File: config.mk
export PLATFORM = sky130hd
export DESIGN_NAME = avg_n_controller_flat
export DESIGN_NICKNAME = d
export VERILOG_FILES = /design/src/rtl/avg_n_controller_pkg.sv /design/src/rtl/avg_n_controller_if.sv /design/src/rtl/avg_n_controller_sample_fill_counter.sv /design/src/rtl/avg_n_controller.sv /design/src/flat_wrapper.sv
export SDC_FILE = /design/constraint.sdc
export NUM_CORES = 1
export LEC_CHECK = 0
export CORE_UTILIZATION = 45
export CTS_BUF_LIST = sky130_fd_sc_hd__clkbuf_8 sky130_fd_sc_hd__clkbuf_16
export DETAILED_ROUTE_END_ITERATION = 6
export GPL_TIMING_DRIVEN = 1
export PLACE_DENSITY_LB_ADDON = 0.15
export SYNTH_ARGS = -nofsm -noshare
export SYNTH_HDL_FRONTEND = slang
export SYNTH_SLANG_ARGS = --single-unit
File: constraint.sdc
create_clock -name clk -period 5.5 [get_ports clk]
set_input_delay 1.1 -clock clk [delete_from_list [all_inputs] [get_ports clk]]
set_output_delay 1.1 -clock clk [all_outputs]
set_load 0.02 [all_outputs]
File: src/rtl/avg_n_controller_pkg.sv
// avg_pkg: shared types and constants for the N-sample moving-average controller.
//   state_t      - controller FSM states
//   OP_*         - ALU micro-op codes driven on op
//   staging_idx  - register index of the staging register S (N+1)
//   acc_idx      - register index of the accumulator A (N+2)
package avg_pkg;

    typedef enum logic [2:0] {
        IDLE     = 3'd0,
        ERR      = 3'd1,
        STORE    = 3'd2,
        SHIFT    = 3'd3,
        SUM_INIT = 3'd4,
        SUM      = 3'd5
    } state_t;

    localparam logic [1:0] OP_NOP  = 2'b00;
    localparam logic [1:0] OP_COPY = 2'b01;
    localparam logic [1:0] OP_LOAD = 2'b10;
    localparam logic [1:0] OP_ADD  = 2'b11;

    // Staging register sits directly above the N-deep window.
    function automatic int staging_idx(input int num_samples);
        return num_samples + 32'sd1;
    endfunction

    // Accumulator sits directly above the staging register.
    function automatic int acc_idx(input int num_samples);
        return num_samples + 32'sd2;
    endfunction

endpackage

File: src/rtl/avg_n_controller_if.sv
// avg_n_controller_if: control bundle between the averaging FSM and its datapath.
//   dr, overflow, clr          - datapath/source -> controller
//   cnt_up, modwait, op,
//   src1, src2, dest, err,
//   window_full, done          - controller -> datapath/consumer
// master modport is the controller side, slave the datapath/source side.
interface avg_n_controller_if #(
    parameter int REG_W = 4
);

    logic             dr;
    logic             overflow;
    logic             clr;
    logic             cnt_up;
    logic             modwait;
    logic [1:0]       op;
    logic [REG_W-1:0] src1;
    logic [REG_W-1:0] src2;
    logic [REG_W-1:0] dest;
    logic             err;
    logic             window_full;
    logic             done;

    modport master (
        input  dr, overflow, clr,
        output cnt_up, modwait, op, src1, src2, dest, err, window_full, done
    );

    modport slave (
        output dr, overflow, clr,
        input  cnt_up, modwait, op, src1, src2, dest, err, window_full, done
    );

endinterface

File: src/rtl/avg_n_controller_sample_fill_counter.sv
// sample_fill_counter: saturating 0..NUM_SAMPLES count of samples stored.
//   clk, n_reset - clock, async active-low reset
//   clr          - synchronous clear (wins over inc)
//   inc          - count one stored sample
//   full         - registered, high while count == NUM_SAMPLES
module sample_fill_counter #(
    parameter int NUM_SAMPLES = 4
) (
    input  logic clk,
    input  logic n_reset,
    input  logic clr,
    input  logic inc,
    output logic full
);

    localparam int CNT_W = $clog2(NUM_SAMPLES + 1);
    localparam logic [CNT_W-1:0] FILL_MAX  = CNT_W'(NUM_SAMPLES);
    localparam logic [CNT_W-1:0] FILL_ZERO = {CNT_W{1'b0}};
    localparam logic [CNT_W-1:0] FILL_ONE  = CNT_W'(1'b1);

    logic [CNT_W-1:0] fill_r;
    logic [CNT_W-1:0] fill_next_s;
    logic             full_r;

    // Next fill value: clear, saturating increment, or hold.
    always_comb begin
        fill_next_s = fill_r;
        if (clr) begin
            fill_next_s = FILL_ZERO;
        end else if (inc && (fill_r != FILL_MAX)) begin
            fill_next_s = fill_r + FILL_ONE;
        end else begin
            fill_next_s = fill_r;
        end
    end

    // Fill count and its full flag, registered together so full tracks the count.
    always_ff @(posedge clk or negedge n_reset) begin
        if (!n_reset) begin
            fill_r <= FILL_ZERO;
            full_r <= 1'b0;
        end else begin
            fill_r <= fill_next_s;
            full_r <= (fill_next_s == FILL_MAX);
        end
    end

    assign full = full_r;

endmodule

File: src/rtl/avg_n_controller.sv
// avg_n_controller: control FSM for an N-sample moving-average datapath.
// On each sample it loads the staging register, shifts the window down by one
// (reg1 oldest) and sums reg1..regN into reg0 through the accumulator.
//   clk, n_reset - clock, async active-low reset
//   bus (master) - dr/overflow/clr in; cnt_up, modwait, op, src1, src2, dest,
//                  err, window_full, done out (all registered)
// The consumer divides reg0 by N with a fixed right shift of log2(N).
module avg_n_controller
    import avg_pkg::*;
#(
    parameter int NUM_SAMPLES = 4,
    parameter int REG_W       = 4
) (
    input  logic                     clk,
    input  logic                     n_reset,
    avg_n_controller_if.master       bus
);

    if (!((NUM_SAMPLES == 2) || (NUM_SAMPLES == 4) || (NUM_SAMPLES == 8))) begin : g_bad_depth
        $error("avg_n_controller: NUM_SAMPLES must be 2, 4 or 8");
    end
    if ((NUM_SAMPLES + 3) > (2 ** REG_W)) begin : g_bad_reg_w
        $error("avg_n_controller: REG_W too narrow for NUM_SAMPLES+3 registers");
    end

    localparam int IDX_W = $clog2(NUM_SAMPLES + 1);
    localparam logic [IDX_W-1:0] IDX_ZERO = {IDX_W{1'b0}};
    localparam logic [IDX_W-1:0] IDX_ONE  = IDX_W'(1'b1);
    localparam logic [IDX_W-1:0] IDX_TWO  = IDX_W'(2'd2);
    localparam logic [IDX_W-1:0] IDX_LAST = IDX_W'(NUM_SAMPLES);

    localparam logic [REG_W-1:0] REG_ZERO = {REG_W{1'b0}};
    localparam logic [REG_W-1:0] REG_ONE  = REG_W'(1'b1);
    localparam logic [REG_W-1:0] REG_S    = REG_W'(staging_idx(NUM_SAMPLES));
    localparam logic [REG_W-1:0] REG_A    = REG_W'(acc_idx(NUM_SAMPLES));

    state_t           state_r, state_next_s;
    logic [IDX_W-1:0] idx_r, idx_next_s;

    logic             fill_inc_s;
    logic             full_s;
    logic             done_next_s;

    logic             cnt_up_s, modwait_s, err_s;
    logic [1:0]       op_s;
    logic [REG_W-1:0] src1_s, src2_s, dest_s;

    logic             cnt_up_r, modwait_r, err_r, done_r;
    logic [1:0]       op_r;
    logic [REG_W-1:0] src1_r, src2_r, dest_r;

    // A sample only counts once STORE completes with dr still high.
    assign fill_inc_s = (state_r == STORE) && bus.dr && !bus.clr;

    sample_fill_counter #(
        .NUM_SAMPLES (NUM_SAMPLES)
    ) u_fill (
        .clk     (clk),
        .n_reset (n_reset),
        .clr     (bus.clr),
        .inc     (fill_inc_s),
        .full    (full_s)
    );

    // Done only when the last ADD completes cleanly over a full window.
    assign done_next_s = !bus.clr && (state_r == SUM) && (idx_r == IDX_LAST)
                         && !bus.overflow && full_s;

    // Next-state and window index logic; clr overrides everything.
    always_comb begin
        state_next_s = state_r;
        idx_next_s   = idx_r;
        if (bus.clr) begin
            state_next_s = IDLE;
            idx_next_s   = IDX_ZERO;
        end else begin
            case (state_r)
                IDLE, ERR: begin
                    if (bus.dr) begin
                        state_next_s = STORE;
                    end else begin
                        state_next_s = state_r;
                    end
                    idx_next_s = IDX_ZERO;
                end
                STORE: begin
                    // dr gone before the shift can start: the sample is lost.
                    if (bus.dr) begin
                        state_next_s = SHIFT;
                        idx_next_s   = IDX_ONE;
                    end else begin
                        state_next_s = ERR;
                        idx_next_s   = IDX_ZERO;
                    end
                end
                SHIFT: begin
                    if (idx_r < IDX_LAST) begin
                        state_next_s = SHIFT;
                        idx_next_s   = idx_r + IDX_ONE;
                    end else begin
                        state_next_s = SUM_INIT;
                        idx_next_s   = IDX_ZERO;
                    end
                end
                SUM_INIT: begin
                    state_next_s = SUM;
                    idx_next_s   = IDX_TWO;
                end
                SUM: begin
                    if (bus.overflow) begin
                        state_next_s = ERR;
                        idx_next_s   = IDX_ZERO;
                    end else if (idx_r < IDX_LAST) begin
                        state_next_s = SUM;
                        idx_next_s   = idx_r + IDX_ONE;
                    end else begin
                        state_next_s = IDLE;
                        idx_next_s   = IDX_ZERO;
                    end
                end
                default: begin
                    state_next_s = IDLE;
                    idx_next_s   = IDX_ZERO;
                end
            endcase
        end
    end

    // Moore decode of the upcoming (state, idx) so the output registers line up with the state register.
    always_comb begin
        cnt_up_s  = 1'b0;
        modwait_s = 1'b0;
        err_s     = 1'b0;
        op_s      = OP_NOP;
        src1_s    = REG_ZERO;
        src2_s    = REG_ZERO;
        dest_s    = REG_ZERO;
        case (state_next_s)
            IDLE: begin
                modwait_s = 1'b0;
            end
            ERR: begin
                err_s = 1'b1;
            end
            STORE: begin
                modwait_s = 1'b1;
                cnt_up_s  = 1'b1;
                op_s      = OP_LOAD;
                dest_s    = REG_S;
            end
            SHIFT: begin
                // At idx=N the source idx+1 is the staging register.
                modwait_s = 1'b1;
                op_s      = OP_COPY;
                src1_s    = REG_W'(idx_next_s) + REG_ONE;
                dest_s    = REG_W'(idx_next_s);
            end
            SUM_INIT: begin
                modwait_s = 1'b1;
                op_s      = OP_COPY;
                src1_s    = REG_ONE;
                dest_s    = REG_A;
            end
            SUM: begin
                // The final ADD writes straight to the result register.
                modwait_s = 1'b1;
                op_s      = OP_ADD;
                src1_s    = REG_A;
                src2_s    = REG_W'(idx_next_s);
                if (idx_next_s == IDX_LAST) begin
                    dest_s = REG_ZERO;
                end else begin
                    dest_s = REG_A;
                end
            end
            default: begin
                modwait_s = 1'b0;
            end
        endcase
    end

    // State, index and output registers.
    always_ff @(posedge clk or negedge n_reset) begin
        if (!n_reset) begin
            state_r   <= IDLE;
            idx_r     <= IDX_ZERO;
            cnt_up_r  <= 1'b0;
            modwait_r <= 1'b0;
            err_r     <= 1'b0;
            done_r    <= 1'b0;
            op_r      <= OP_NOP;
            src1_r    <= REG_ZERO;
            src2_r    <= REG_ZERO;
            dest_r    <= REG_ZERO;
        end else begin
            state_r   <= state_next_s;
            idx_r     <= idx_next_s;
            cnt_up_r  <= cnt_up_s;
            modwait_r <= modwait_s;
            err_r     <= err_s;
            done_r    <= done_next_s;
            op_r      <= op_s;
            src1_r    <= src1_s;
            src2_r    <= src2_s;
            dest_r    <= dest_s;
        end
    end

    assign bus.cnt_up      = cnt_up_r;
    assign bus.modwait     = modwait_r;
    assign bus.op          = op_r;
    assign bus.src1        = src1_r;
    assign bus.src2        = src2_r;
    assign bus.dest        = dest_r;
    assign bus.err         = err_r;
    assign bus.window_full = full_s;
    assign bus.done        = done_r;

endmodule

File: src/flat_wrapper.sv
// flat-port wrapper written by rule: the top's interface ports become plain ports
module avg_n_controller_flat import avg_pkg::*;
#(
    parameter int NUM_SAMPLES = 4,
    parameter int REG_W       = 4
)
  (clk, n_reset, bus_dr, bus_overflow, bus_clr, bus_cnt_up, bus_modwait, bus_op, bus_src1, bus_src2, bus_dest, bus_err, bus_window_full, bus_done);
  avg_n_controller_if #(.REG_W(REG_W)) bus_i ();
  input  logic clk;
  input  logic n_reset;
  input wire logic [$bits(bus_i.dr)-1:0] bus_dr;
  input wire logic [$bits(bus_i.overflow)-1:0] bus_overflow;
  input wire logic [$bits(bus_i.clr)-1:0] bus_clr;
  output wire logic [$bits(bus_i.cnt_up)-1:0] bus_cnt_up;
  output wire logic [$bits(bus_i.modwait)-1:0] bus_modwait;
  output wire logic [$bits(bus_i.op)-1:0] bus_op;
  output wire logic [$bits(bus_i.src1)-1:0] bus_src1;
  output wire logic [$bits(bus_i.src2)-1:0] bus_src2;
  output wire logic [$bits(bus_i.dest)-1:0] bus_dest;
  output wire logic [$bits(bus_i.err)-1:0] bus_err;
  output wire logic [$bits(bus_i.window_full)-1:0] bus_window_full;
  output wire logic [$bits(bus_i.done)-1:0] bus_done;
  assign bus_i.dr = bus_dr;
  assign bus_i.overflow = bus_overflow;
  assign bus_i.clr = bus_clr;
  assign bus_cnt_up = bus_i.cnt_up;
  assign bus_modwait = bus_i.modwait;
  assign bus_op = bus_i.op;
  assign bus_src1 = bus_i.src1;
  assign bus_src2 = bus_i.src2;
  assign bus_dest = bus_i.dest;
  assign bus_err = bus_i.err;
  assign bus_window_full = bus_i.window_full;
  assign bus_done = bus_i.done;
  avg_n_controller #(.NUM_SAMPLES(NUM_SAMPLES), .REG_W(REG_W)) u_core (.clk(clk), .n_reset(n_reset), .bus(bus_i));
endmodule
==> results_dict.tcl, run 1 <==
set metrics [dict create \
    outcome "completed" \
    grt_pass1_wl_um 3750 \
    post_cts_buffers 0 \
    core_um2 2540 \
    drive_gt1_share_pct 6.25 \
    reg2reg_to "u_core.bus.src1[3]" \
    avgViaCountPerCell 5.24 \
    netlist_area_um2 1250 \
    grt_usage_pct 18.7 \
    synthMuxAreaShare_pct 0.802 \
    register_area_um2 651 \
    seq_area_frac_synth_pct 52.2 \
    synth_top_area_share_pct 52.2 \
    nFillCells 209 \
    cts_made_buffers 3 \
    synth-compound-area-share_pct 12.7 \
    tns_ns 0 \
    worstMarginPinSlew_ns 0.510 \
    fp.dieH_um 54.7 \
    min_path_cells 2 \
    hp-start "u_core.u_fill.full" \
    synth_common_cells "dfrtp_1, nand2_1, nor2_1" \
    fmax_mhz 358 \
    hp-class "flip-flop to flip-flop" \
    grt_pass1_vias 838 \
    die_width_um 54.7 \
    antenna_found_initial 0 \
    syn2layout_area_growth_pct 23.6 \
    timing.critical_path.required_ns 5.63 \
    final.setup.worst_slack_ns 2.70 \
    grt_max_degree 27 \
    dpl.hpwl_um 1750 \
    drv_cap 0 \
    clock-sinks 26 \
    worst_setup_path_end_kind "flip-flop" \
    hold_viol 0 \
    gp_congestion 0.809 \
    finalSetupViolCount 0 \
    initial_utilization_pct 49.0 \
    cts_tree "yes" \
    path_cells "clkdlybuf4s50_1 -> nor2b_1 -> a221o_1 -> and2_1 -> nand3_1 -> a2111oi_0" \
    synth.most_common_cell "dfrtp_1" \
    r2r_slack_ns 3.25 \
    power.density_nw_per_um2 273 \
    synthSimpleGateAreaFrac_pct 19.0 \
    peakVddDrop_uv 193 \
    firstDrtPassIters 2 \
    ioPinCount 24 \
    synth_fa_ha_area_share_pct 8.02 \
    synth_top_family_by_area "simple AND/OR/NAND/NOR gates" \
    final_antenna_net_count 0 \
    cp_slowest_cell "clkdlybuf4s50_1" \
    vias 911 \
    clkSlewWorstSetupHoldPaths_ns 0.08 \
    yosysWarnings 0 \
    worstReg2RegStart "u_core.state_r[1]" \
    worstHoldEndpoint "u_core.bus.done" \
    cpLargestDelayFamily "compound AO/OA/AOI/OAI gates" \
    gr-total-overflow 0 \
    finalCriticalPeriod_ns 2.80 \
    row_count 18 \
    multi_input_area_um2 539 \
    syn_inst 120 \
    async_flop_share_pct 100 \
    dr.first_iter.drc_count 17 \
    io_buffers 21 \
    synth.avg_cell_area_um2 10.4 \
    drc 0 \
    max_stage_delay_ns 0.50 \
    num_antenna_cells 0 \
    pre_cts_slack_ns 2.41 \
    cts_root_buf "clkbuf_8" \
    maxSlewViolCount 0 \
    synthFlopType "dfrtp_1" \
    ctsResizeCount 0 \
    h-tree-depth 1 \
    path_max_fanout 7 \
    clockBufferDepth 2 \
    path_class "input port to flip-flop" \
    wl_per_cell_um 13.1 \
    r2r_cells 7 \
    cp-start-kind "input port" \
    wl_um 2290 \
    dieArea_um2 2990 \
    num-nets-final 158 \
    synth-xor-area-share_pct 2.11 \
    post-route-period-util_pct 50.8 \
    holdBufCountCts 0 \
    cp.buffers_inverters 1 \
    maxSlewHeadroom_pct 66.0 \
    synth_seq_cells 26 \
    synthDistinctLibCells 38 \
    p_leak_nw 0.730 \
    clock_latency_ns 0.26 \
    netlist_top_cells_area "dfrtp_1, ha_1, nand2_1" \
    synth_edf_count 0 \
    grt_setup_unrepaired "false" \
    yosys.area.top_type "dfrtp_1" \
    finClkSkew_ns 0.00239 \
    arrival_ns 2.92 \
]
-- how the worst max path moves through the flow --
| stage | start | to | slack (ns) | cells past startpoint |
|---|---|---|---|---|
| after detailed placement | bus_dr | u_core.bus.src1[3] | 2.41 | 6 |
| after global routing | bus_dr | u_core.bus.src1[3] | 2.58 | 6 |
| after CTS | bus_dr | u_core.bus.src1[3] | 2.68 | 6 |
| after global placement | bus_dr | u_core.bus.src2[0] | 2.48 | 6 |
| final | bus_dr | u_core.bus.src1[3] | 2.70 | 6 |
| after floorplan | bus_overflow | u_core.bus.dest[1] | 3.09 | 4 |
-- power by group --
| part | total [mW] | internal (mW) | leakage (nW) | switching [mW] |
|---|---|---|---|---|
| logic | 0.0901 | 0.0373 | 0.346 | 0.0528 |
| clock network | 0.119 | 0.0639 | 0.0288 | 0.0546 |
| registers | 0.213 | 0.204 | 0.356 | 0.00910 |
| total | 0.421 | 0.305 | 0.730 | 0.117 |
-- metrics by stage --
stage          power [mW]  util (%)  area (µm²)  hold slack, ns  instances
2_1_floorplan       0.270         -        1250           0.498        121
3_3_place_gp        0.305      58.4        1490           0.507        170
3_5_place_dp        0.307      58.4        1490           0.505        170
4_1_cts             0.425      60.6        1540           0.533        174
5_1_grt             0.444      60.6        1540           0.559        174
6_report            0.421      60.6        1540           0.531        174
-- layout by cell type, fill, tap and decap left out, drive strengths merged, types with 2 or more instances in the layout --
master / synthesis / layout
a21boi: 2 / 2
a21oi: 4 / 4
and2: 2 / 2
clkbuf: 0 / 4
clkdlybuf4s50: 0 / 21
conb: 1 / 2
dfrtp: 26 / 26
ha: 8 / 8
inv: 11 / 11
nand2: 11 / 11
nand3: 3 / 3
nor2: 11 / 11
nor2b: 3 / 3
nor3: 3 / 3
nor3b: 2 / 2
o21ai: 8 / 8
o22ai: 2 / 2
or3: 2 / 2
xor2: 2 / 2
-- routing by layer --
metal | share of wire [%] | vias to the layer above | GRT usage [%]
met4 | 1.0 | 0 | 5.13
met5 | 0 | - | 0
met2 | 50 | 15 | 31.5
li1 | - | 455 | -
met3 | 3.3 | 2 | 5.83
met1 | 45 | 439 | 22.7
-- area by class of cell --
class / instances / area share [%]
Multi-Input combinational cell: 81 / 35.0
Clock buffer: 4 / 3.57
Timing Repair Buffer: 22 / 14.1
Inverter: 11 / 2.68
Sequential cell: 26 / 42.2
Tap cell: 30 / 2.44
-- cell families after synthesis --
kind of cell / after synthesis
flops: 26
mux: 1
buf+inv: 14
fa+ha+maj: 8
other cells: 1
simple gates: 44
compound gates: 23
xor+xnor: 3
-- sequential cells by signal, indices dropped and copies added (netlist names), 2 cells and up --
register / flops
u_core.bus.dest: 3
u_core.bus.op: 2
u_core.bus.src1: 4
u_core.bus.src2: 3
u_core.idx_r: 3
u_core.state_r: 3
u_core.u_fill.fill_r: 3
-- worst reg2reg max path, delay by kind of cell, from the launching register on --
family                     cells  cell delay (ns)
AOI/OAI and AO/OA              2             0.71
and+or+nand+nor                3             0.61
DFF                            1             0.51
adders and majority gates      1             0.18
buffers and inverters          1             0.10
Power figures use the tool's default switching activity.
==> inputs of run 2 (changes only) <==
==> constraint.sdc (replaced) <==
create_clock -name clk -period 2.3 [get_ports clk]
set_input_delay 0.46 -clock clk [delete_from_list [all_inputs] [get_ports clk]]
set_output_delay 0.46 -clock clk [all_outputs]
set_load 0.02 [all_outputs]
==> run 2 against run 1 <==
  * Register-to-register slack lost 3.0 ns
  * Critical path depth rose by 2
  * Design area up 3.0%
  * Core utilization up 1.8 points
  * Cell count grew 4.0%
  * Sequential share of layout area decreased by 1.2 points
  * First-iteration DRC count shrank 24%
  * Clock skew rose by 0.00063 ns
  * Wire length up 7.2%
  * Clock power grew 100%
  * Via count grew 4.2%
  * Critical endpoint is now u_core.bus.dest[2]
==> results_dict.tcl, run 2 (synthesis results as in run 1) <==
set metrics [dict create \
    drv_cap 0 \
    ioPinCount 24 \
    num-nets-final 166 \
    maxSlewHeadroom_pct 66.6 \
    grt_pass1_wl_um 4080 \
    post-route-period-util_pct 88.6 \
    outcome "completed" \
    final_antenna_net_count 0 \
    gr-total-overflow 0 \
    io_buffers 21 \
    vias 949 \
    grt_max_degree 27 \
    reg2reg_to "u_core.bus.dest[2]" \
    drive_gt1_share_pct 10.6 \
    timing.critical_path.required_ns 2.49 \
    finalCriticalPeriod_ns 2.04 \
    worstReg2RegStart "u_core.state_r[2]" \
    cp_slowest_cell "clkdlybuf4s50_1" \
    wl_per_cell_um 13.5 \
    hp-start "u_core.u_fill.full" \
    path_class "input port to flip-flop" \
    dpl.hpwl_um 1870 \
    row_count 18 \
    initial_utilization_pct 49.0 \
    gp_congestion 0.922 \
    grtUsageMet3_pct 6.11 \
    p_leak_nw 0.762 \
    final_util_pct 62.4 \
    path_cells "clkdlybuf4s50_1 -> nor3b_1 -> nor2_1 -> nor3_1 -> a21oi_1 -> ha_1 -> a211o_1 -> a21boi_1" \
    cp-start-kind "input port" \
    h-tree-depth 1 \
    max_stage_delay_ns 0.44 \
    power.density_nw_per_um2 621 \
    r2r_cells 9 \
    grt_setup_unrepaired "false" \
    tns_ns 0 \
    dr.first_iter.drc_count 13 \
    worstHoldEndpoint "u_core.bus.done" \
    arrival_ns 2.22 \
    core_um2 2540 \
    holdBufCountCts 0 \
    use_met2_pct 32.5 \
    min_path_cells 2 \
    clockBufferDepth 2 \
    busiest_layer "met2" \
    dieArea_um2 2990 \
    clkSlewWorstSetupHoldPaths_ns 0.08 \
    largest_reg_flops 4 \
    finalSetupViolCount 0 \
    grt_pass1_vias 889 \
    antenna_found_initial 0 \
    peakVddDrop_uv 605 \
    hp-class "flip-flop to flip-flop" \
    worst_setup_path_end_kind "flip-flop" \
    gr-usage-met1_pct 24.7 \
    worstMarginPinSlew_ns 0.501 \
    syn2layout_area_growth_pct 27.3 \
    fmax_mhz 491 \
    finClkSkew_ns 0.00303 \
    ctsResizeCount 0 \
    layout_common_cells "dfrtp_1, clkdlybuf4s50_1, nor2_1, nand2_1, inv_1" \
    firstDrtPassIters 4 \
    r2r_slack_ns 0.26 \
    maxSlewViolCount 0 \
    grt_usage_pct 19.7 \
    die_width_um 54.7 \
    num_antenna_cells 0 \
    cts_made_buffers 3 \
    fp.dieH_um 54.7 \
    cts_tree "yes" \
    wl_um 2450 \
    clock-sinks 26 \
    nFillCells 207 \
    post_cts_buffers 0 \
    hold_viol 0 \
    cts_root_buf "clkbuf_8" \
    clock_latency_ns 0.26 \
    path_max_fanout 4 \
    avgViaCountPerCell 5.24 \
    final_common_cell "dfrtp_1" \
    drc 0 \
]
==> run 2: per-stage QoR <==
step,hold slack (ns),std cells,cell area (µm²),worst slack (ns),power (mW)
3_5_place_dp,0.514,178,1550,0.00217,0.752
2_1_floorplan,0.164,121,1250,0.314,0.646
3_3_place_gp,0.513,178,1550,0.0442,0.747
6_report,0.531,181,1590,0.263,0.986
5_1_grt,0.573,181,1590,0.0612,1.04
4_1_cts,0.541,181,1590,0.238,0.994
==> run 2: routing by layer <==
| layer | vias up | wire (µm) |
|---|---|---|
| met5 | - | 0 |
| met4 | 0 | 29 |
| met3 | 4 | 95 |
| met2 | 22 | 1210 |
| met1 | 454 | 1120 |
| li1 | 469 | - |
==> run 2: area by class of cell <==
cell class	count	area (µm²)	area share (%)
multi-input combinational	81	539	34.0
sequential	26	651	41.0
clock buffer	3	41.3	2.60
inverter	11	41.3	2.60
tap	30	37.5	2.36
timing repair buffer	30	278	17.5
==> run 2: where the power goes <==
group          total (mW)  leakage [nW]  switching, mW  internal, mW
combinational       0.242         0.385          0.139         0.103
sequential          0.501         0.356         0.0140         0.487
clock               0.243        0.0216          0.126         0.117
==> run 2: worst max path at each step <==
stage	slack [ns]	end	start
floorplan	0.31	u_core.bus.dest[2]	u_core.state_r[1]
global placement	0.04	u_core.bus.src1[1]	bus_overflow
detailed placement	0.002	u_core.bus.src1[2]	bus_overflow
CTS	0.24	u_core.bus.dest[2]	u_core.state_r[2]
global route	0.06	u_core.bus.dest[2]	u_core.state_r[2]
finish	0.26	u_core.bus.dest[2]	bus_overflow
==> run 2: critical path, delay by kind of cell <==
| family | cells | cell delay [ns] |
|---|---|---|
| compound gates | 3 | 0.53 |
| buf+inv | 1 | 0.44 |
| simple gates | 3 | 0.56 |
| fa+ha+maj | 1 | 0.24 |
==> inputs of run 3 (changes only) <==
--- a/config.mk
+++ b/config.mk
@@ -5,8 +5,11 @@
 export SDC_FILE = /design/constraint.sdc
 export NUM_CORES = 1
 export LEC_CHECK = 0
+export ABC_CLOCK_PERIOD_IN_PS = 2300
+export CORE_MARGIN = 3
 export CORE_UTILIZATION = 45
 export CTS_BUF_LIST = sky130_fd_sc_hd__clkbuf_8 sky130_fd_sc_hd__clkbuf_16
+export CTS_CLUSTER_SIZE = 16
 export DETAILED_ROUTE_END_ITERATION = 6
 export GPL_TIMING_DRIVEN = 1
 export PLACE_DENSITY_LB_ADDON = 0.15
==> run 3 against run 2 <==
  * Cell count is 0.55% higher
  * Wire length is 8.8% higher
  * Worst setup slack got worse by 0.017 ns
  * Clock power rose by 19%
  * Worst hold slack got worse by 0.0069 ns
  * Sequential cell count is the same
  * Largest power group unchanged
  * Highest routed layer unchanged
==> results_dict.tcl, run 3 (synthesis results as in run 1) <==
set metrics [dict create \
    outcome "completed" \
    arrival_ns 2.26 \
    ctsResizeCount 0 \
    drc 0 \
    final_common_cell "dfrtp_1" \
    worstSetupEndpoint "u_core.bus.src1[2]" \
    cp-start-kind "flip-flop" \
    cts_tree "yes" \
    cp.buffers_inverters 2 \
    peakVddDrop_uv 610 \
    dieArea_um2 3440 \
    vias 992 \
    finClkSkew_ns 0.00361 \
    post_cts_buffers 0 \
    grt_max_degree 27 \
    maxSlewHeadroom_pct 65.4 \
    cp-startpoint "u_core.state_r[1]" \
    cp_num_cells 9 \
    cp_slowest_cell "dfrtp_1" \
    cpLargestDelayFamily "compound AO/OA/AOI/OAI gates" \
    fmax_mhz 487 \
    clock_power_share_pct 28.0 \
    dr.first_iter.drc_count 26 \
    hp-class "flip-flop to flip-flop" \
    layout_common_cells "dfrtp_1, clkdlybuf4s50_1, nor2_1, nand2_1, inv_1" \
    grt_usage_pct 17.0 \
    combPwrFrac_pct 23.4 \
    h-tree-depth 1 \
    power.density_nw_per_um2 646 \
    wl_um 2660 \
    final_antenna_net_count 0 \
    finalSetupViolCount 0 \
    p_switching_mw 0.291 \
    fp.dieH_um 58.7 \
    firstDrtPassIters 4 \
    cts_root_buf "clkbuf_8" \
    final.setup.worst_slack_ns 0.246 \
    worstMarginPinSlew_ns 0.519 \
    hold_viol 0 \
    row_count 18 \
    wl_per_cell_um 14.6 \
    worst_hold_slack_ns 0.525 \
    clock_latency_ns 0.27 \
    grt_pass1_vias 975 \
    io_buffers 21 \
    grt_setup_unrepaired "false" \
    worstReg2RegStart "u_core.state_r[1]" \
    drive_gt1_share_pct 11.2 \
    core_um2 2540 \
    post-route-period-util_pct 89.3 \
    pre_cts_slack_ns -0.0203 \
    syn2layout_area_growth_pct 28.4 \
    initial_utilization_pct 49.0 \
    num-nets-final 166 \
    pwr-share-seq_pct 48.6 \
    final_cell_area_um2 1600 \
    cts_made_buffers 3 \
    grt_pass1_wl_um 4380 \
    num_antenna_cells 0 \
    gr-total-overflow 0 \
    clock-sinks 26 \
    largest_reg_flops 4 \
    clockBufferDepth 2 \
    drv_cap 0 \
    final_util_pct 62.9 \
    timing.critical_path.required_ns 2.50 \
    p_leak_nw 0.769 \
    r2r_cells 9 \
    max_stage_delay_ns 0.38 \
    ioPinCount 24 \
    dpl.hpwl_um 1980 \
    die_width_um 58.7 \
    worst_setup_path_end_kind "flip-flop" \
    finalCriticalPeriod_ns 2.05 \
    gp_congestion 0.831 \
    holdBufCountCts 0 \
    antenna_found_initial 0 \
    r2r_slack_ns 0.25 \
    place_area_um2 1550 \
    clkSlewWorstSetupHoldPaths_ns 0.08 \
    avgViaCountPerCell 5.45 \
    reg2reg_to "u_core.bus.src1[2]" \
    path_cells "buf_4 -> and2b_1 -> nor2_1 -> nor2_1 -> o21ai_1 -> inv_1 -> ha_1 -> xor2_1 -> o21ai_1" \
    p_total_mw 1.03 \
    path_class "flip-flop to flip-flop" \
    internal_power_mw 0.744 \
    swShare_pct 28.1 \
    maxSlewViolCount 0 \
    path_max_fanout 12 \
]
[run 3: metrics by stage]
step | std cells | setup TNS, ns
finish | 182 | 0
global route | 182 | 0
CTS | 182 | 0
detailed placement | 178 | -0.0353
global placement | 178 | 0
floorplan | 121 | 0
[run 3: layout make-up]
cell class	instances	area, µm²
Fill cell	216	943
Sequential cell	26	651
Multi-Input combinational cell	81	539
Timing Repair Buffer	30	278
Clock buffer	4	55.1
Inverter	11	41.3
Tap cell	30	37.5
[run 3: worst reg2reg max path, stage by stage (launching register included)]
cell and delay, ns:
dfrtp_1 0.38, buf_4 0.17, and2b_1 0.20, nor2_1 0.16, nor2_1 0.07, o21ai_1 0.38
inv_1 0.12, ha_1 0.21, xor2_1 0.16, o21ai_1 0.13
[run 3: power groups by stage]
stage	logic [mW]	registers [mW]	clock network, mW
after floorplan	0.107	0.539	0
after global placement	0.238	0.510	0
after detailed placement	0.242	0.512	0
after CTS	0.243	0.503	0.300
after global routing	0.262	0.507	0.323
final	0.242	0.503	0.289
[run 3: worst min path at each step]
stage | depth (start not counted) | start | slack (ns) | to
floorplan | 0 | n_reset | 0.16 | u_core.bus.cnt_up
global placement | 2 | u_core.u_fill.full | 0.52 | u_core.bus.done
detailed placement | 2 | u_core.u_fill.full | 0.51 | u_core.bus.done
CTS | 2 | u_core.u_fill.full | 0.53 | u_core.bus.done
global route | 2 | n_reset | 0.57 | u_core.bus.done
finish | 2 | u_core.u_fill.full | 0.52 | u_core.bus.done
[run 3: layer usage]
layer | track usage (%) | up-vias | wire length (µm)
met3 | 5.04 | 6 | 161
li1 | - | 472 | -
met1 | 21.2 | 480 | 1130
met4 | 5.50 | 0 | 40
met5 | 0 | - | 0
met2 | 28.4 | 34 | 1340
